<file path="config.mk">
export PLATFORM = sky130hd
export DESIGN_NAME = rvfi_channel_sequencer
export DESIGN_NICKNAME = d
export VERILOG_FILES = /design/src/rtl/rvfi_seq_pkg.sv /design/src/rtl/rvfi_lowest_set.sv /design/src/rtl/rvfi_channel_sequencer.sv
export SDC_FILE = /design/constraint.sdc
export NUM_CORES = 1
export LEC_CHECK = 0
export ABC_CLOCK_PERIOD_IN_PS = 28200
export BUFFER_PORTS_ARGS = -buffer_cell sky130_fd_sc_hd__buf_4
export CAP_MARGIN = 20
export CORE_AREA = 2 2 268 270
export DETAILED_ROUTE_END_ITERATION = 10
export DIE_AREA = 0 0 270 272
export PLACE_DENSITY = 0.55
export SLEW_MARGIN = 10
export SYNTH_ARGS = -nofsm -noshare
export SYNTH_HDL_FRONTEND = slang
export SYNTH_SLANG_ARGS = --single-unit
</file>
<file path="constraint.sdc">
create_clock -name clk -period 28.2 [get_ports clk]
set_input_delay 1.41 -clock clk [delete_from_list [all_inputs] [get_ports clk]]
set_output_delay 1.41 -clock clk [all_outputs]
set_load 0.1 [all_outputs]
</file>
<file path="src/rtl/rvfi_seq_pkg.sv">
// Shared definitions for the RVFI channel sequencer: state encoding,
// fixed field widths and the packed-field offset helper.
package rvfi_seq_pkg;

    typedef enum logic {
        IDLE  = 1'b0,
        ISSUE = 1'b1
    } seq_state_e;

    localparam int unsigned REG_W  = 5;
    localparam int unsigned INSN_W = 32;

    // Bit offset of channel ch within a packed per-channel vector of w-bit fields.
    function automatic int unsigned field_off(input int unsigned ch, input int unsigned w);
        return ch * w;
    endfunction

endpackage

</file>
<file path="src/rtl/rvfi_lowest_set.sv">
// Combinational priority encoder: index of the lowest set bit, a one-hot
// mask of that bit, and a flag for exactly one bit set.
module rvfi_lowest_set #(
    parameter int unsigned N = 2
) (
    input  logic [N-1:0]                        bits,
    output logic [((N > 1) ? $clog2(N) : 1)-1:0] index,
    output logic [N-1:0]                        clear,
    output logic                                single
);
    localparam int unsigned IW = (N > 1) ? $clog2(N) : 1;

    logic found;

    always_comb begin
        index = '0;
        found = 1'b0;
        for (int unsigned i = 0; i < N; i++) begin
            if (bits[i] && !found) begin
                index = IW'(i);
                found = 1'b1;
            end
        end
    end

    always_comb begin
        clear = '0;
        if (found) begin
            clear[index] = 1'b1;
        end
    end

    // Clearing the lowest set bit leaves nothing only when exactly one was set.
    assign single = found && ((bits & (bits - N'(1))) == '0);

endmodule

</file>
<file path="src/rtl/rvfi_channel_sequencer.sv">
// Serializes an NRET-wide RVFI retirement group into a single-channel
// stream, one valid channel per beat in ascending channel order.
module rvfi_channel_sequencer
    import rvfi_seq_pkg::*;
#(
    parameter int unsigned XLEN   = 32,
    parameter int unsigned NRET   = 2,
    parameter int unsigned ORDERW = 64
) (
    input  logic                                   clk,
    input  logic                                   reset,

    input  logic [NRET-1:0]                        in_valid,
    input  logic [NRET*5-1:0]                      in_rs1,
    input  logic [NRET*5-1:0]                      in_rs2,
    input  logic [NRET*5-1:0]                      in_rd,
    input  logic [NRET*32-1:0]                     in_insn,
    input  logic [NRET*XLEN-1:0]                   in_pre_pc,
    input  logic [NRET*XLEN-1:0]                   in_pre_rs1,
    input  logic [NRET*XLEN-1:0]                   in_pre_rs2,
    input  logic [NRET*XLEN-1:0]                   in_post_pc,
    input  logic [NRET*XLEN-1:0]                   in_post_rd,
    output logic                                   in_ready,

    output logic                                   out_valid,
    input  logic                                   out_ready,
    output logic [4:0]                             out_rs1,
    output logic [4:0]                             out_rs2,
    output logic [4:0]                             out_rd,
    output logic [31:0]                            out_insn,
    output logic [XLEN-1:0]                        out_pre_pc,
    output logic [XLEN-1:0]                        out_pre_rs1,
    output logic [XLEN-1:0]                        out_pre_rs2,
    output logic [XLEN-1:0]                        out_post_pc,
    output logic [XLEN-1:0]                        out_post_rd,
    output logic [((NRET > 1) ? $clog2(NRET) : 1)-1:0] out_chan,
    output logic [ORDERW-1:0]                      out_order,
    output logic                                   overflow
);
    localparam int unsigned CW = (NRET > 1) ? $clog2(NRET) : 1;

    seq_state_e           state;
    logic [NRET-1:0]      pending;
    logic [NRET*5-1:0]    buf_rs1;
    logic [NRET*5-1:0]    buf_rs2;
    logic [NRET*5-1:0]    buf_rd;
    logic [NRET*32-1:0]   buf_insn;
    logic [NRET*XLEN-1:0] buf_pre_pc;
    logic [NRET*XLEN-1:0] buf_pre_rs1;
    logic [NRET*XLEN-1:0] buf_pre_rs2;
    logic [NRET*XLEN-1:0] buf_post_pc;
    logic [NRET*XLEN-1:0] buf_post_rd;
    logic [ORDERW-1:0]    order_q;
    logic                 overflow_q;

    logic [CW-1:0]        sel;
    logic [NRET-1:0]      sel_mask;
    logic                 last_beat;
    logic                 handshake;
    logic                 accept;
    int unsigned          reg_off;
    int unsigned          insn_off;
    int unsigned          xlen_off;

    rvfi_lowest_set #(.N(NRET)) u_lowest (
        .bits   (pending),
        .index  (sel),
        .clear  (sel_mask),
        .single (last_beat)
    );

    // Ready while empty, or on the final beat of a group if it is being taken now.
    assign in_ready  = (state == IDLE) || (last_beat && out_ready);
    assign out_valid = (state == ISSUE);
    assign handshake = out_valid && out_ready;
    assign accept    = in_ready && (in_valid != '0);

    always_ff @(posedge clk or posedge reset) begin
        if (reset) begin
            state       <= IDLE;
            pending     <= '0;
            buf_rs1     <= '0;
            buf_rs2     <= '0;
            buf_rd      <= '0;
            buf_insn    <= '0;
            buf_pre_pc  <= '0;
            buf_pre_rs1 <= '0;
            buf_pre_rs2 <= '0;
            buf_post_pc <= '0;
            buf_post_rd <= '0;
            order_q     <= '0;
            overflow_q  <= 1'b0;
        end else begin
            if (handshake) begin
                order_q <= order_q + ORDERW'(1);
            end
            if (accept) begin
                state       <= ISSUE;
                pending     <= in_valid;
                buf_rs1     <= in_rs1;
                buf_rs2     <= in_rs2;
                buf_rd      <= in_rd;
                buf_insn    <= in_insn;
                buf_pre_pc  <= in_pre_pc;
                buf_pre_rs1 <= in_pre_rs1;
                buf_pre_rs2 <= in_pre_rs2;
                buf_post_pc <= in_post_pc;
                buf_post_rd <= in_post_rd;
            end else if (handshake) begin
                pending <= pending & ~sel_mask;
                state   <= last_beat ? IDLE : ISSUE;
            end
            if ((in_valid != '0) && !in_ready) begin
                overflow_q <= 1'b1;
            end
        end
    end

    assign reg_off  = field_off(32'(sel), REG_W);
    assign insn_off = field_off(32'(sel), INSN_W);
    assign xlen_off = field_off(32'(sel), XLEN);

    assign out_rs1     = buf_rs1[reg_off +: 5];
    assign out_rs2     = buf_rs2[reg_off +: 5];
    assign out_rd      = buf_rd[reg_off +: 5];
    assign out_insn    = buf_insn[insn_off +: 32];
    assign out_pre_pc  = buf_pre_pc[xlen_off +: XLEN];
    assign out_pre_rs1 = buf_pre_rs1[xlen_off +: XLEN];
    assign out_pre_rs2 = buf_pre_rs2[xlen_off +: XLEN];
    assign out_post_pc = buf_post_pc[xlen_off +: XLEN];
    assign out_post_rd = buf_post_rd[xlen_off +: XLEN];
    assign out_chan    = sel;
    assign out_order   = order_q;
    assign overflow    = overflow_q;

endmodule
</file>
[Word-level counts from Yosys, hierarchy flattened]
Index checks and enable logic that the tools add are counted.
Word-level totals
  bits in registers: 482
  input port bits: 419
  output and inout port bits: 275
  word-level logic and storage cells: 55
Operators by class
  $add $sub $neg: 2
  multiply operators: 1
  magnitude comparators: 2
  shift-type cells: 9
  mux-type cells: 11
  bitwise logic cells: 4
  reductions and logical operators: 13
Operators with widths (count)
  64-bit by 7-bit indexed part select with 32-bit output: 6
  64-bit by 1-bit adder with 64-bit output (second input constant): 1
  10-bit by 5-bit indexed part select with 5-bit output: 3
  1-bit logical AND: 7
  1-bit two-way mux: 7
  2-bit two-way mux: 3
  2-bit bitwise AND: 2
  1-bit by 3-bit multiplier with 4-bit output (second input constant): 1
  2-bit nonzero test: 2
  1-bit logical NOT: 2
  2-bit logical NOT: 1
  1-bit by 2-bit < comparator with 1-bit output (second input constant): 1
  2-bit NOT: 1
  2-bit by 1-bit subtractor with 2-bit output (second input constant): 1
  1-bit demux with 1-bit select: 1
  1-bit greater-or-equal comparator (second input constant): 1
  1-bit logical OR: 1
  1-bit NOT: 1

[Depth between registers and ports, before layout]
  depth after elaboration: 13
  depth in mapped cells: 8

[Cells and area by module]
A second synthesis with hierarchy kept.
Unflattened totals
  cells, all modules: 1412
  area total of the unflattened synthesis: 20882.5 um^2
Modules (own cells, without submodules)
  rvfi_channel_sequencer: times used 1, cells each 1407, area an instance 20841.2 um^2
  rvfi_lowest_set: times used 1, cells each 5, area an instance 41.3 um^2

[Worst setup path after synthesis]
No wires, ideal clock.
  path kind: input port to output port
  start point: input port out_ready
  end point: output port in_ready
  data arrival time: 2919 ps
  data required time: 26790 ps
  path slack: 23871 ps
  cell stages on the path: 2
  path buffers: 0
  cells stage by stage: inv_1 o21ai_1
Between the ends
  longest elaborated chain between the ends: 2
Ends and longest elaborated chain
  start, declared: line rvfi_channel_sequencer.sv:26  | input logic out_ready,
  1-bit logical AND: line rvfi_channel_sequencer.sv:73  | assign in_ready = (state == IDLE) || (last_beat && out_ready);
  1-bit logical OR: line rvfi_channel_sequencer.sv:73
  end, declared: line rvfi_channel_sequencer.sv:23  | output logic in_ready,
No other way between the ends.

[Worst setup path in the final report]
  start point: register pending[0]
  end point: output port out_insn[24]
Between the ends
  longest elaborated chain between the ends: 5
Ends and longest elaborated chain
  start, declared: line rvfi_channel_sequencer.sv:43  | logic [NRET-1:0] pending;
  start signal, assigned: line rvfi_channel_sequencer.sv:99  | pending <= in_valid;
  start signal, assigned: line rvfi_channel_sequencer.sv:110  | pending <= pending & ~sel_mask;
  1-bit two-way mux: line rvfi_lowest_set.sv:19  | if (bits[i] && !found) begin
  1-bit logical NOT: line rvfi_lowest_set.sv:19
  1-bit logical AND: line rvfi_lowest_set.sv:19
  1-bit two-way mux: line rvfi_lowest_set.sv:19
  64-bit by 7-bit indexed part select with 32-bit output: line rvfi_channel_sequencer.sv:126  | assign out_insn = buf_insn[insn_off +: 32];
  end, declared: line rvfi_channel_sequencer.sv:30  | output logic [31:0] out_insn,
No other way between the ends.

==> metrics.csv <==
metric,value,unit
num-fill-cells,6655,
dp_hpwl,48.1,mm
wire_per_inst,20.7,um
ys_ff_latch,482,
end_kind,primary output,
grt_pass1_wl,97.0,mm
cts_root_buf,clkbuf_16,
rows,98,
fin_nets,2521,
clk_latency,620,ps
clock_skew,33.1,ps
yosysSeqAreaShare,57.4,%
start_kind,flip-flop,
synth_top_family_by_area,multiplexers,
synthCells,1406,
post_synth.cell_area_avg,15.0,um^2
clock.fmax,179,MHz
cts.clk_slew.worst_paths,60,ps
fin_crit_sh,19.8,%
slowest_stage,buf_4,
synth-xor-area-share,2.63,%
fp.dieW,270,um
synth_compound_area_share,0.155,%
cts_tree,built,
grt_max_degree,159,
r2r_slack,23640,ps
htree_levels,2,
post-cts-setup-buffers,0,
muxShareOfSynthArea,33.4,%
synth-simple-area-share,4.04,%
synth_cell_types,42,
synth_area,21000,um^2
drv_cap,0,
firstDrtPassIters,4,
slew_headroom,27.5,%
required,26790,ps
critPathMaxStageDelay,850,ps
first_global_vias,15500,
antenna_left,0,
postCtsHoldBufs,0,
synth_fa_ha_area_share,0.179,%
cts.sinks,482,
start_util,29.7,%
maxSlewViolCount,0,
fin_tns_setup,0,ps
finalCriticalPeriod,5570,ps
grt.overflow.total,0,
viasPerCell,4.56,
gp_congestion,0.862,
grt_usage,17.1,%
yosysWarnings,0,
synth_nets,1828,
path_cells,inv_1 > ha_4 > buf_4 > buf_4 > mux2_2 > buf_4,
crit_buf_inv,4,
antenna_found_initial,5,
die_height,272,um
cp_max_fo,62,
worstMarginPinSlew,1090,ps
drc_errors,0,
vias,14100,
finalHoldViolCount,0,
drt_iter0_drc,581,
cpLargestDelayFamily,buffers and inverters,
ios,694,
drive_gt1_share,50.6,%
clk_path_buf_depth,3,
wl,64.2,mm
finalSetupViolations,0,
coreArea,70800,um^2
dieArea,73400,um^2
syn_to_final_growth,38.2,%
cp_common_cell,buf_4,
holdCritPathClass,flip-flop to flip-flop,
cts_resized,0,
critical_path_class,flip-flop to primary output,
cts_buffers,55,
arrival,4160,ps
rsz0062_at_grt,no,
run_status,"finished, final reports clean",
port_buffers,693,
==> cells by family (layout without fill, tap and decap cells) <==
family | Yosys count | in the layout
adder cells (fa/ha/maj) | 3 | 3
XOR/XNOR | 63 | 63
buffers and inverters | 84 | 820
AND/OR/NAND/NOR | 146 | 146
other | 0 | 3
AO/OA/AOI/OAI | 5 | 5
flip-flops | 482 | 482
multiplexers | 623 | 623
==> flip-flops by register name (all words and copies together), names as in the netlist, 64 cells and up <==
name	count
buf_pre_pc	64
buf_post_rd	64
buf_insn	64
buf_post_pc	64
buf_pre_rs2	64
out_order	64
buf_pre_rs1	64
==> cell usage in the layout, fill, tap and decap left out, types with 12 or more instances in the layout <==
master     instances
dfrtp_1          482
nor2_1            27
inv_1             13
nand2_1           26
xor2_1            30
clkbuf_16         55
nand4_1           19
nand3_1           21
buf_4            705
xnor2_1           33
mux2_1           360
clkbuf_8          12
clkinv_2          12
mux2_2           262
==> cell type report <==
class / instances / area [um^2] / share of cell area (%)
Antenna cell: 3 / 7.51 / 0.0258
Clock buffer: 75 / 1570 / 5.41
Clock inverter: 25 / 352 / 1.21
Inverter: 14 / 60.1 / 0.207
Multi-Input combinational cell: 840 / 8500 / 29.3
Sequential cell: 482 / 12100 / 41.5
Tap cell: 950 / 1190 / 4.09
Timing Repair Buffer: 706 / 5310 / 18.3
==> Yosys cell counts (all sizes together) <==
cell type  number  share of area, %
o21a            1             0.036
and3            4              0.12
and4            2             0.089
nor3           20              0.72
or2             2             0.060
nor3b           1             0.036
mux2          622                33
or4             1             0.054
buf            50               1.6
xor2           30               1.2
mux2i           1             0.048
nand2b          2             0.060
nor2           27              0.48
nor4bb          1             0.048
nand2          26              0.46
o211ai          1             0.036
o21ai           2             0.048
nor4           11              0.46
clkbuf         20              0.36
nand4          20              0.62
xnor2          33               1.4
o21bai          1             0.036
inv            14              0.25
or3             1             0.030
ha              3              0.18
dfrtp         482                57
nand3          25              0.69
and2            3              0.10
==> layer usage <==
layer,GRT usage (%),routed length (um),vias to the layer above
met5,0,23,-
met4,4.59,1420,4
li1,-,-,6394
met2,29.8,32800,440
met1,19.9,24900,7192
met3,5.92,5070,95
==> worst paths after layout <==
kind	startpoint	cells past startpoint	end
max	pending[0]	6	out_insn[24]
min	buf_pre_rs2[4]	1	buf_pre_rs2[4]
max reg2reg	pending[0]	8	buf_insn[3]
min reg2reg	buf_pre_rs2[4]	1	buf_pre_rs2[4]
max in group asynchronous	reset	3	buf_post_pc[6]
min in group asynchronous	reset	2	buf_pre_rs2[63]
==> metrics by stage <==
step                utilization (%)  hold slack [ps]  instance area, um^2  worst slack, ps  std cells
finish                         41.1              478                29100            22630       3095
global route                   41.1              493                29100            22320       3094
CTS                            41.1              482                29100            22500       3092
detailed placement             38.3              468                27100            22710       2992
global placement               38.3              461                27100            22860       2992
floorplan                         -              452                21000            13340       1406
Power is left out: the tool's default activity adds up to more than one toggle a clock period on the data nets, which glitch-free logic cannot reach.
